## config.mk

```make
export PLATFORM = sky130hd
export DESIGN_NAME = select_issue
export DESIGN_NICKNAME = d
export VERILOG_FILES = /design/src/rtl/select_issue.sv
export SDC_FILE = /design/constraint.sdc
export NUM_CORES = 1
export LEC_CHECK = 0
export ABC_AREA = 0
export CORE_ASPECT_RATIO = 1.1
export CORE_MARGIN = 3
export CORE_UTILIZATION = 31
export DETAILED_ROUTE_END_ITERATION = 6
export HOLD_SLACK_MARGIN = 0.06
export PLACE_DENSITY = 0.62
export SKIP_LAST_GASP = 1
export SYNTH_ARGS = -nofsm -noshare
export SYNTH_HDL_FRONTEND = slang
export SYNTH_SLANG_ARGS = --single-unit
export TNS_END_PERCENT = 30
```

## constraint.sdc

```tcl
create_clock -name clk -period 2.1 [get_ports clk]
set_input_delay 0.42 -clock clk [delete_from_list [all_inputs] [get_ports clk]]
set_output_delay 0.42 -clock clk [all_outputs]
set_load 0.01 [all_outputs]
```

## src/rtl/select_issue.sv

```systemverilog
// Age-matrix select and issue stage for one FU pipe: grants the oldest requesting
// entry, holds it until the FU accepts it, then retires it after a fixed latency.
module select_issue #(
    parameter int RS_ENTRIES = 8,
    parameter int NUM_FUS    = 4,
    parameter int FU_ID      = 0,
    parameter int FU_LATENCY = 3
) (
    input  logic                          clk,
    input  logic                          rst,
    input  logic                          disp_valid,
    input  logic [$clog2(RS_ENTRIES)-1:0] disp_entry,
    input  logic [RS_ENTRIES-1:0]         reqs,
    output logic [$clog2(RS_ENTRIES)-1:0] grant,
    output logic                          grant_valid,
    output logic                          issue_valid,
    output logic [$clog2(RS_ENTRIES)-1:0] issue_entry,
    input  logic                          fu_ready,
    output logic [RS_ENTRIES*NUM_FUS-1:0] ready_mask,
    output logic [$clog2(RS_ENTRIES)-1:0] retire_entry,
    output logic                          retire_valid
);
    localparam int IW        = $clog2(RS_ENTRIES);
    localparam int MW        = RS_ENTRIES * NUM_FUS;
    localparam int MASK_BASE = FU_ID * RS_ENTRIES;

    logic [RS_ENTRIES-1:0] alloc_q, alloc_d;
    logic [RS_ENTRIES-1:0] older_q [RS_ENTRIES];
    logic [RS_ENTRIES-1:0] older_d [RS_ENTRIES];

    logic          issue_valid_q;
    logic [IW-1:0] issue_entry_q;

    logic          pipe_v_q [FU_LATENCY];
    logic [IW-1:0] pipe_e_q [FU_LATENCY];
    logic          pipe_v_d [FU_LATENCY];
    logic [IW-1:0] pipe_e_d [FU_LATENCY];
    logic [MW-1:0] ready_mask_q, ready_mask_d;

    logic          can_issue;
    logic          handoff;
    logic          found;
    logic [IW-1:0] cand;

    assign can_issue = !issue_valid_q || fu_ready;
    assign handoff   = issue_valid_q && fu_ready;

    // A requester wins when no other requester is older; lowest index only matters if the matrix is ever inconsistent.
    always_comb begin
        found = 1'b0;
        cand  = '0;
        for (int i = 0; i < RS_ENTRIES; i++) begin
            if (!found && reqs[i] && ((older_q[i] & reqs) == '0)) begin
                found = 1'b1;
                cand  = IW'(i);
            end
        end
    end

    assign grant       = cand;
    assign grant_valid = (|reqs) && can_issue;

    // Retire clears its column last so a same-cycle dispatch never records the departing entry as older.
    always_comb begin
        alloc_d = alloc_q;
        older_d = older_q;
        if (disp_valid) begin
            alloc_d[disp_entry] = 1'b1;
            for (int j = 0; j < RS_ENTRIES; j++) begin
                older_d[disp_entry][j] = alloc_q[j] && (IW'(j) != disp_entry);
                older_d[j][disp_entry] = 1'b0;
            end
        end
        if (retire_valid) begin
            alloc_d[retire_entry] = 1'b0;
            for (int i = 0; i < RS_ENTRIES; i++) begin
                older_d[i][retire_entry] = 1'b0;
            end
        end
    end

    always_comb begin
        pipe_v_d[0] = handoff;
        pipe_e_d[0] = handoff ? issue_entry_q : '0;
        for (int k = 1; k < FU_LATENCY; k++) begin
            pipe_v_d[k] = pipe_v_q[k-1];
            pipe_e_d[k] = pipe_e_q[k-1];
        end
        ready_mask_d = {{(MW-1){1'b0}}, pipe_v_d[FU_LATENCY-1]}
                       << (MASK_BASE + int'(pipe_e_d[FU_LATENCY-1]));
    end

    always_ff @(posedge clk) begin
        if (rst) begin
            alloc_q       <= '0;
            issue_valid_q <= 1'b0;
            issue_entry_q <= '0;
            ready_mask_q  <= '0;
            for (int i = 0; i < RS_ENTRIES; i++) begin
                older_q[i] <= '0;
            end
            for (int k = 0; k < FU_LATENCY; k++) begin
                pipe_v_q[k] <= 1'b0;
                pipe_e_q[k] <= '0;
            end
        end else begin
            alloc_q      <= alloc_d;
            older_q      <= older_d;
            pipe_v_q     <= pipe_v_d;
            pipe_e_q     <= pipe_e_d;
            ready_mask_q <= ready_mask_d;
            if (grant_valid) begin
                issue_valid_q <= 1'b1;
                issue_entry_q <= grant;
            end else if (fu_ready) begin
                issue_valid_q <= 1'b0;
            end
        end
    end

    assign issue_valid  = issue_valid_q;
    assign issue_entry  = issue_entry_q;
    assign retire_valid = pipe_v_q[FU_LATENCY-1];
    assign retire_entry = pipe_e_q[FU_LATENCY-1];
    assign ready_mask   = ready_mask_q;

endmodule

```

# [Word level (Yosys, flattened, before mapping)]
# Cells that the tools add are included.
[totals] n_memories=0 ram_bits=0 regBits=120 input_bits=15 wordCells=159 latch_bits=0 output_inout_bits=44 romBits=0
[op_classes] n_div=0 bitwise_logic=30 shifts=1 add_sub_neg=0 n_lt_le_gt_ge=6 n_eq_ne=7 n_mul=0 n_reduce_logical=49 muxes=48
[ops] operator="$bwmux W64" n=8
[ops] operator="$and A8 B8 Y8" n=25
[ops] operator="$demux W8 S3" n=8
[ops] operator="$mux W64" n=2
[ops] operator="$logic_not A8 Y1" n=8
[ops] operator="$shl A1 B3 Y32" n=1
[ops] operator="$logic_and A1 B1 Y1" n=28
[ops] operator="$mux W8" n=3
[ops] operator="$mux W3" n=7
[ops] operator="$not A8 Y8" n=2
[ops] operator="$mux W1" n=13
[ops] operator="$ne A3 B3 Y1 const A" n=4
[ops] operator="$logic_not A1 Y1" n=8
[ops] operator="$lt A3 B4 Y1 const B" n=2
[ops] operator="$or A8 B8 Y8" n=1
[ops] operator="$reduce_or A8 Y1" n=1
[ops] operator="$mux W7" n=1
[ops] operator="$demux W1 S3" n=2
[ops] operator="$ge A3 B1 Y1 const B" n=2
[ops] operator="$mux W6" n=1
[ops] operator="$ne A2 B3 Y1 const A" n=2
[ops] operator="$mux W5" n=1
[ops] operator="$ge A4 B4 Y1 const B" n=1
[ops] operator="$lt A4 B1 Y1 const B" n=1
[ops] operator="9 further kinds" n=9

# [Depth between registers and ports, before layout]
# Gate-level depths: netlist (run 1).
[logic_depth] depth_word=32 mapped_depth=7 ltp_nobuf=6

# [Worst setup path before layout (run 1)]
# Ideal clock, no wire load.
[synth_timing] path_kind="input port to output port" startpoint="in reqs[1]" endpoint="out grant[1]" slack_ns=0.144 arrival_ns=1.536 stages=6 path_buffers=1 cell_sequence="buf_4 -> a22oi_1 -> nand4b_1 -> or3_1 -> o221a_2 -> o21a_1"
[synth_via] elab_chain_len=32 word_cells_on_any_way=51 classes_between="mux (13); bitwise (8); reduce/logical (30)"
[synth_rtl] item="from (decl)" line_no="13" text="input logic [RS_ENTRIES-1:0] reqs,"
[synth_rtl] item="$and A8 B8 Y8" line_no="53" text="if (!found && reqs[i] && ((older_q[i] & reqs) == '0)) begin"
[synth_rtl] item="$logic_not A8 Y1" line_no="53"
[synth_rtl] item="$logic_and A1 B1 Y1" line_no="53"
[synth_rtl] item="$mux W1" line_no="53"
[synth_rtl] item="$logic_not A1 Y1" line_no="53"
[synth_rtl] item="$logic_and A1 B1 Y1 (2 in series)" line_no="53"
[synth_rtl] item="$mux W1" line_no="53"
[synth_rtl] item="$logic_not A1 Y1" line_no="53"
[synth_rtl] item="[... 12 more ...]"
[synth_rtl] item="$logic_and A1 B1 Y1 (2 in series)" line_no="53"
[synth_rtl] item="$mux W1" line_no="53"
[synth_rtl] item="$logic_not A1 Y1" line_no="53"
[synth_rtl] item="$logic_and A1 B1 Y1 (2 in series)" line_no="53"
[synth_rtl] item="$mux W1" line_no="53"
[synth_rtl] item="$logic_not A1 Y1" line_no="53"
[synth_rtl] item="$logic_and A1 B1 Y1 (2 in series)" line_no="53"
[synth_rtl] item="$mux W3 (*)" line_no="53"
[synth_rtl] item="to (decl)" line_no="14" text="output logic [$clog2(RS_ENTRIES)-1:0] grant,"
# Every way passes the cells marked *; elsewhere a longest branch is shown, timed or not.

# [Worst setup path after layout (run 1)]
[layout_timing] startpoint="reg older_q[31] (netlist name)" endpoint="out grant[2]"
[layout_via] elab_chain_len=16 word_cells_on_any_way=19 classes_between="mux (7); bitwise (1); reduce/logical (11)"
[layout_rtl] item="from (decl)" line_no="28" text="logic [RS_ENTRIES-1:0] older_q [RS_ENTRIES];"
[layout_rtl] item="from (signal assigned)" line_no="108" text="older_q <= older_d;"
[layout_rtl] item="$and A8 B8 Y8 (*)" line_no="53"
[layout_rtl] item="$logic_not A8 Y1 (*)" line_no="53"
[layout_rtl] item="$logic_and A1 B1 Y1 (*)" line_no="53"
[layout_rtl] item="$mux W1" line_no="53"
[layout_rtl] item="$logic_not A1 Y1" line_no="53"
[layout_rtl] item="$logic_and A1 B1 Y1 (2 in series)" line_no="53"
[layout_rtl] item="$mux W1" line_no="53"
[layout_rtl] item="$logic_not A1 Y1" line_no="53"
[layout_rtl] item="$logic_and A1 B1 Y1 (2 in series)" line_no="53"
[layout_rtl] item="$mux W1" line_no="53"
[layout_rtl] item="$logic_not A1 Y1" line_no="53"
[layout_rtl] item="$logic_and A1 B1 Y1 (2 in series)" line_no="53"
[layout_rtl] item="$mux W3 (*)" line_no="53"
# Marks and branches as above.

==> results_dict.tcl, run 1 <==
set metrics [dict create \
    gr-usage-all-layers_pct 17.58 \
    numCtsBuffers 9 \
    ir_worst_vdd_mv 0.3707 \
    slowest_stage "or4_4" \
    clk_path_buf_depth 2 \
    die_h_um 128.9 \
    drt-initial-drc-count 351 \
    grt_util_met1_pct 20.92 \
    pwr_density_cell_nw_per_um2 714.5 \
    async_flop_share_pct 0 \
    skew_ns 0.009790 \
    fin_util_pct 41.57 \
    hold_slack_ns 0.4427 \
    grt_pass1_wl_mm 20.69 \
    cap_viol_max_count 0 \
    max_slew_margin_pct 46.09 \
    hpwlAfterDp_mm 10.32 \
    pin_count 59 \
    antenna_found_initial 0 \
    drive_gt1_share_pct 22.50 \
    setup_ws_ns -0.2071 \
    dieArea_um2 15180 \
    start_util_pct 31.97 \
    met2_usage_pct 30.35 \
    hp-class "reg -> reg" \
    ys.flop_type "dfxtp_1" \
    rsz0062_at_grt "true" \
    worst_pin_slew_ns 0.8014 \
    core.rowCount 44 \
    die_w_um 117.8 \
    wl_per_cell_um 17.27 \
    dr.pass1.iters 5 \
    fillCellCount 1340 \
    placed_cell_area_um2 5049 \
    drc 0 \
    period_minus_slack_ns 2.307 \
    grt_max_degree 26 \
    hold_viol 0 \
    cts_tree "yes" \
    htreeDepth 3 \
    synth_seq_area_share_pct 45.12 \
    status "finished with violations" \
    cp.arrival_ns 1.89 \
    fmax_mhz 433.5 \
    slew_violations 0 \
    overflow 0 \
    synth_cell_type_count 55 \
    critical_path_buf_inv_count 2 \
    grt_pass1_vias 3866 \
    yosys_warnings 0 \
    worst_ep_required_time_ns 1.68 \
    cts.clk_slew.worst_paths_ns 0.07 \
    syn_to_final_growth_pct 30.02 \
    synth_area_um2 4259 \
    crit_fanout 3 \
    syn_area_per_cell_um2 8.222 \
    insertion_delay_ns 0.34 \
    ant_nets 0 \
    port_buffers 34 \
    endpoint_kind "primary output" \
    synth_edf_count 0 \
    setup_viol 6 \
    busiest_layer "met2" \
    critPathKind "reg -> out" \
    ys_ff_latch 96 \
    setup_tns_ns -0.9330 \
    drt-vias-per-instance 5.135 \
    violations "setup timing" \
    period_share_pct 109.9 \
    core-area_um2 13320 \
    cp_top_family "simple AND/OR/NAND/NOR gates" \
    num_vias 4072 \
    use_met3_pct 4.176 \
    start_kind "register" \
    nets 619 \
    cts.sinks 96 \
    slowest_delay_ns 0.49 \
    routabilityCongestion 0.9643 \
    fin_area_um2 5538 \
    drt_wl_total_mm 13.69 \
    synthCells 518 \
    p_leak_nw 2.138 \
    clock-root-buffer "clkbuf_16" \
    antennaDiodeCount 0 \
    path_cells "a22oi_2 > nand4b_1 > buf_4 > nor3_4 > or4_4 > and2_4 > buf_2" \
]
placed cells by master (no fill, tap or decap), drive strengths merged, types with 2 or more instances in the layout:
| master | n |
|---|---|
| a21o | 3 |
| a21oi | 51 |
| a22o | 2 |
| a22oi | 27 |
| a311oi | 3 |
| a31o | 4 |
| a31oi | 4 |
| and2 | 5 |
| and3 | 7 |
| buf | 85 |
| clkbuf | 11 |
| clkdlybuf4s15 | 3 |
| clkdlybuf4s50 | 22 |
| clkinv | 3 |
| conb | 24 |
| dfxtp | 96 |
| inv | 7 |
| mux2i | 3 |
| nand2 | 65 |
| nand2b | 6 |
| nand3 | 30 |
| nand3b | 5 |
| nand4 | 5 |
| nand4b | 7 |
| nor2 | 62 |
| nor2b | 14 |
| nor3 | 9 |
| nor3b | 4 |
| o211ai | 2 |
| o21ai | 18 |
| or3 | 3 |
| or4 | 3 |
worst paths after layout:
check               from             end  slack, ns  depth (start not counted)
max          older_q[31]        grant[2]      -0.21                          7
min          older_q[14]     older_q[14]       0.44                          2
max reg2reg  issue_valid  issue_entry[2]       0.30                         13
min reg2reg  older_q[14]     older_q[14]       0.44                          2
cell usage after synthesis (all sizes together) (2+ instances only):
| library cell | number | share of area, % |
|---|---|---|
| clkbuf | 21 | 1.9 |
| nand2b | 6 | 0.88 |
| o211ai | 2 | 0.35 |
| o21ai | 18 | 2.2 |
| nand3 | 30 | 3.5 |
| nand2 | 65 | 5.7 |
| buf | 37 | 6.4 |
| inv | 6 | 0.53 |
| a311oi | 3 | 0.62 |
| a22oi | 27 | 4.9 |
| or4 | 3 | 0.62 |
| and2 | 5 | 0.76 |
| nor2b | 14 | 2.1 |
| a22o | 2 | 0.41 |
| nor3 | 9 | 1.2 |
| nand4 | 5 | 0.73 |
| nand4b | 7 | 1.4 |
| mux2i | 3 | 0.71 |
| dfxtp | 96 | 45 |
| and3 | 7 | 1.1 |
| nor3b | 4 | 0.71 |
| a31o | 4 | 0.82 |
| nor2 | 62 | 5.5 |
| or3 | 3 | 0.44 |
| nand3b | 5 | 0.88 |
| a31oi | 4 | 0.59 |
| a21oi | 51 | 6.0 |
| a21o | 3 | 0.53 |
per-layer routing:
layer	part of all wire, %	vias to the layer above
met3	7.4	37
met4	3.5	0
met5	0	-
met1	42	1919
li1	-	1941
met2	47	175
layout make-up:
cell class	instances	area, um^2	share of cell area [%]
clock inverters	5	65.06	1.175
multi-input cells	381	2146	38.75
inverters	6	22.52	0.4067
well taps	184	230.2	4.157
clock buffers	11	242.7	4.383
flip-flops and latches	96	1928	34.82
repair buffers	110	903.4	16.31
sequential cells by signal, summed over array words and instances (netlist names):
signal,cells
alloc_q,8
retire_valid,1
pipe_v_d,2
retire_entry,3
issue_valid,1
ready_mask,8
older_q,64
pipe_e_d,6
issue_entry,3
per-stage QoR:
step	setup WS, ns	std cells	total power, W
after detailed placement	-0.9700	764	0.002282
after CTS	-0.1675	790	0.003952
after global placement	-0.9498	764	0.002276
after global routing	-0.2395	793	0.004090
final	-0.2071	793	0.003957
after floorplan	0.1437	541	0.002136
where the power goes:
group | switching (W) | total [W] | internal, W
logic | 0.000241 | 0.000415 | 0.000175
clock network | 0.000710 | 0.00168 | 0.000967
registers | 0.0000235 | 0.00186 | 0.00184
cell families (layout without fill, tap and decap cells):
group | Yosys count | in the layout | share of synthesized area [%]
AO/OA/AOI/OAI | 124 | 124 | 18.39
buffers and inverters | 64 | 132 | 8.813
flip-flops | 96 | 96 | 45.12
multiplexers | 3 | 3 | 0.7051
other | 1 | 24 | 0.08805
AND/OR/NAND/NOR | 230 | 230 | 26.88
what timing repair did:
| item | in CTS | in global routing |
|---|---|---|
| setup buffers | 10 | 3 |
| resized for setup | 58 | 20 |
| hold buffers | 0 | 0 |
| endpoints found under the setup margin | 5 | 6 |
| pin swaps | 12 | 14 |
worst register-to-register path: stages, from the launching register on:
cell and delay, ns:
dfxtp_1 0.33, nand2_1 0.12, o21ai_4 0.08, buf_6 0.11, buf_4 0.12, buf_4 0.12, buf_4 0.12, buf_4 0.12
buf_4 0.12, buf_4 0.12, buf_4 0.12, buf_4 0.12, nand2_1 0.07, a21oi_2 0.05
No activity file was read; power rests on OpenSTA's default activity.
==> inputs of run 2 (changes only) <==
- SETUP_SLACK_MARGIN: not set -> 0.05
==> results of run 2 <==
No change in the layout: final DEF, timing and power equal those of run 1.
==> variant: new RTL, config.mk and constraints of run 1 <==
`NUM_FUS`: 4 -> 5.
--- a/src/rtl/select_issue.sv
+++ b/src/rtl/select_issue.sv
@@ -2,7 +2,7 @@
 // entry, holds it until the FU accepts it, then retires it after a fixed latency.
 module select_issue #(
     parameter int RS_ENTRIES = 8,
-    parameter int NUM_FUS    = 4,
+    parameter int NUM_FUS    = 5,
     parameter int FU_ID      = 0,
     parameter int FU_LATENCY = 3
 ) (
Ports: changed (resized ready_mask); port bits go from 59 to 67. No check against the original RTL was run, so the function may have changed too.
==> variant against run 1 <==
  * The run still ends with negative setup slack left
  * Worst hold slack lost 8.3 ps
  * Wire length grew 3.9%
  * Sequential cell count is the same
  * Fmax grew 4.3%
  * Via count grew 7.1%
  * Cell count grew 7.6%
  * Setup slack gained 94 ps
  * Design area grew 4.2%
  * Clock power shrank 7%
  * Total power shrank 2.5%
  * Register-to-register slack lost 390 ps
  * Non-clock buffer count grew 13
  * Synthesized area grew 6.2%
  * Sequential power is essentially flat
  * Largest power group unchanged
  * Highest routed layer is now met5
==> variant: results (changes against run 1) <==
stage	metric	value	unit	change
outcome	outcome	complete, but fails checks		
outcome	violations	negative setup slack		
worst_setup_path	path_max_fanout	2		-1
synth	ys_dominant_reg_cell	dfxtp_1		
routing	post_drt_wl_per_cell	16.7	µm	-3.4%
cts	ctsLongestPathBuffers	2		unchanged
cts	root_buffer	clkbuf_16		
global_routing	grt_usage	17.5	%	-0.073 points
global_routing	grt_pass1_wl	21.8	mm	+5.2%
worst_setup_path	timing.rr.end	issue_entry[0]		
cts	cts_made_buffers	9		unchanged
timing	fmax	0.452	GHz	+4.3%
cells_and_area	layout-drive-gt1-share	24.4	%	+1.9 points
synth	yosysWarnings	0		unchanged
synth	synthTopCellsByCount	dfxtp_1, nand2_1, a21oi_1, nor2_1, buf_4		
hold_path	hold_end	older_q[21]		
timing	fin_skew	6.41	ps	-3.38 ps
cells_and_area	final_nets	675		+9.0%
hold_path	worstHoldPathCells	2		unchanged
global_routing	grt_pass1_vias	4063		+5.1%
power_and_ir_drop	peakVddDrop	0.000390	V	+5.1%
synth	synth-seq-area-share	42.5	%	-2.6 points
cts	cts.clk_slew.worst_paths	70	ps	about the same
timing	setup_viol	5		-1
worst_setup_path	r2r-start	older_q[16]		
hold_path	hp-class	reg -> reg		
hold_path	hold_start	older_q[21]		
place	dp_hpwl	10.7	mm	+3.8%
routing	dr_total_vias	4360		+7.1%
power_and_ir_drop	p_leak	2.19	nW	+2.6%
place	io_buffers	34		unchanged
synth	synth_cell_types	47		-15%
cts	clock_latency	350	ps	
cells_and_area	largest_register_ffs	64		unchanged
cells_and_area	diodes	0		unchanged
global_routing	antenna_found_initial	1		+1
place	gp_congestion	0.982		+1.8%
cts	htreeDepth	3		unchanged
synth	synth_area_leaders	dfxtp_1, a21oi_1, nand2_1		
timing	tns	-484	ps	+449 ps
global_routing	grt_max_degree	40		+54%
timing	setup_ws	-113	ps	+94.3 ps
worst_setup_path	reg2reg_depth	12		-1
cts	ctsHoldBuffers	0		unchanged
routing	drt_iter0_markers	419		+19%
synth	ys_async_sr_fraction	0	%	unchanged
cells_and_area	fillers	1395		+4.1%
cells_and_area	regMostFlops	older_q		
routing	first_pass_iters	5		unchanged
worst_setup_path	reg2reg_slack	-90	ps	-390 ps
[variant: cell types whose count changed in the layout (fill, tap and decap cells not counted), moves of 8 or more]
cell	before	now
a21oi_1	50	65
dfxtp_1	91	77
buf_4	71	84
dfxtp_2	5	18
nand2_1	65	76
nand3_1	30	19
conb_1	24	32
[variant: what timing repair did]
action,4_1_cts,5_1_grt
pin swaps,15,4
setup buffers,18,0
endpoints found under the setup margin,5,5
cloned,1,0
gates resized for setup,78,6
[variant: where the power goes]
part,switching [mW],total [mW],leakage (nW),internal (mW)
Sequential,0.0234,1.86,0.785,1.84
Clock,0.728,1.57,0.135,0.840
Combinational,0.257,0.430,1.27,0.173
[variant: kinds of logic after synthesis]
logic type / count (synthesis) / synth area share [%]
AO/OA/AOI/OAI: 141 / 18.9
other: 1 / 0.0829
multiplexers: 2 / 0.498
buffers and inverters: 86 / 11.4
AND/OR/NAND/NOR: 243 / 26.6
flip-flops: 96 / 42.5
[variant: how the worst max path moves through the flow]
stage / startpoint / endpoint / slack, ps / cells after the start
3_5_place_dp: reqs[0] / grant[0] / -960 / 8
4_1_cts: older_q[16] / grant[1] / -110 / 6
3_3_place_gp: reqs[2] / grant[2] / -920 / 7
5_1_grt: older_q[48] / grant[0] / -200 / 7
2_1_floorplan: reqs[3] / grant[2] / 110 / 6
6_report: older_q[0] / grant[2] / -110 / 6
[variant: worst max-delay path, cell delays in order, from the launching register on]
cell	delay [ps]
dfxtp_2	350
a22oi_1	90
nand4b_1	100
nor2_1	70
or4_4	540
and2_4	180
buf_2	130
[variant: layout make-up]
type | count | area, µm² | area share [%]
multi-input combinational | 418 | 2270 | 39.4
sequential | 96 | 1950 | 33.8
timing repair buffer | 123 | 990 | 17.1
clock buffer | 10 | 239 | 4.14
tap | 188 | 235 | 4.08
inverter | 12 | 45.0 | 0.780
clock inverter | 6 | 42.5 | 0.737
[variant: per-stage QoR]
| stage | instances | setup WS, ps | hold slack, ps | cell area [µm²] | power, mW |
|---|---|---|---|---|---|
| floorplan | 600 | 113 | 404 | 4640 | 2.17 |
| global placement | 822 | -922 | 416 | 5330 | 2.30 |
| detailed placement | 822 | -964 | 421 | 5330 | 2.30 |
| CTS | 853 | -115 | 431 | 5750 | 3.86 |
| global route | 853 | -197 | 461 | 5770 | 3.99 |
| finish | 853 | -113 | 434 | 5770 | 3.86 |
[variant: per-layer routing]
layer / up-vias / GRT usage [%] / share of wire, % / wire length, µm
met4: 2 / 8.72 / 4.2 / 602
li1: 2094 / - / - / -
met2: 180 / 29.7 / 49 / 6950
met3: 44 / 3.93 / 6.3 / 900
met5: - / 0 / 0.091 / 13
met1: 2040 / 20.6 / 40 / 5760
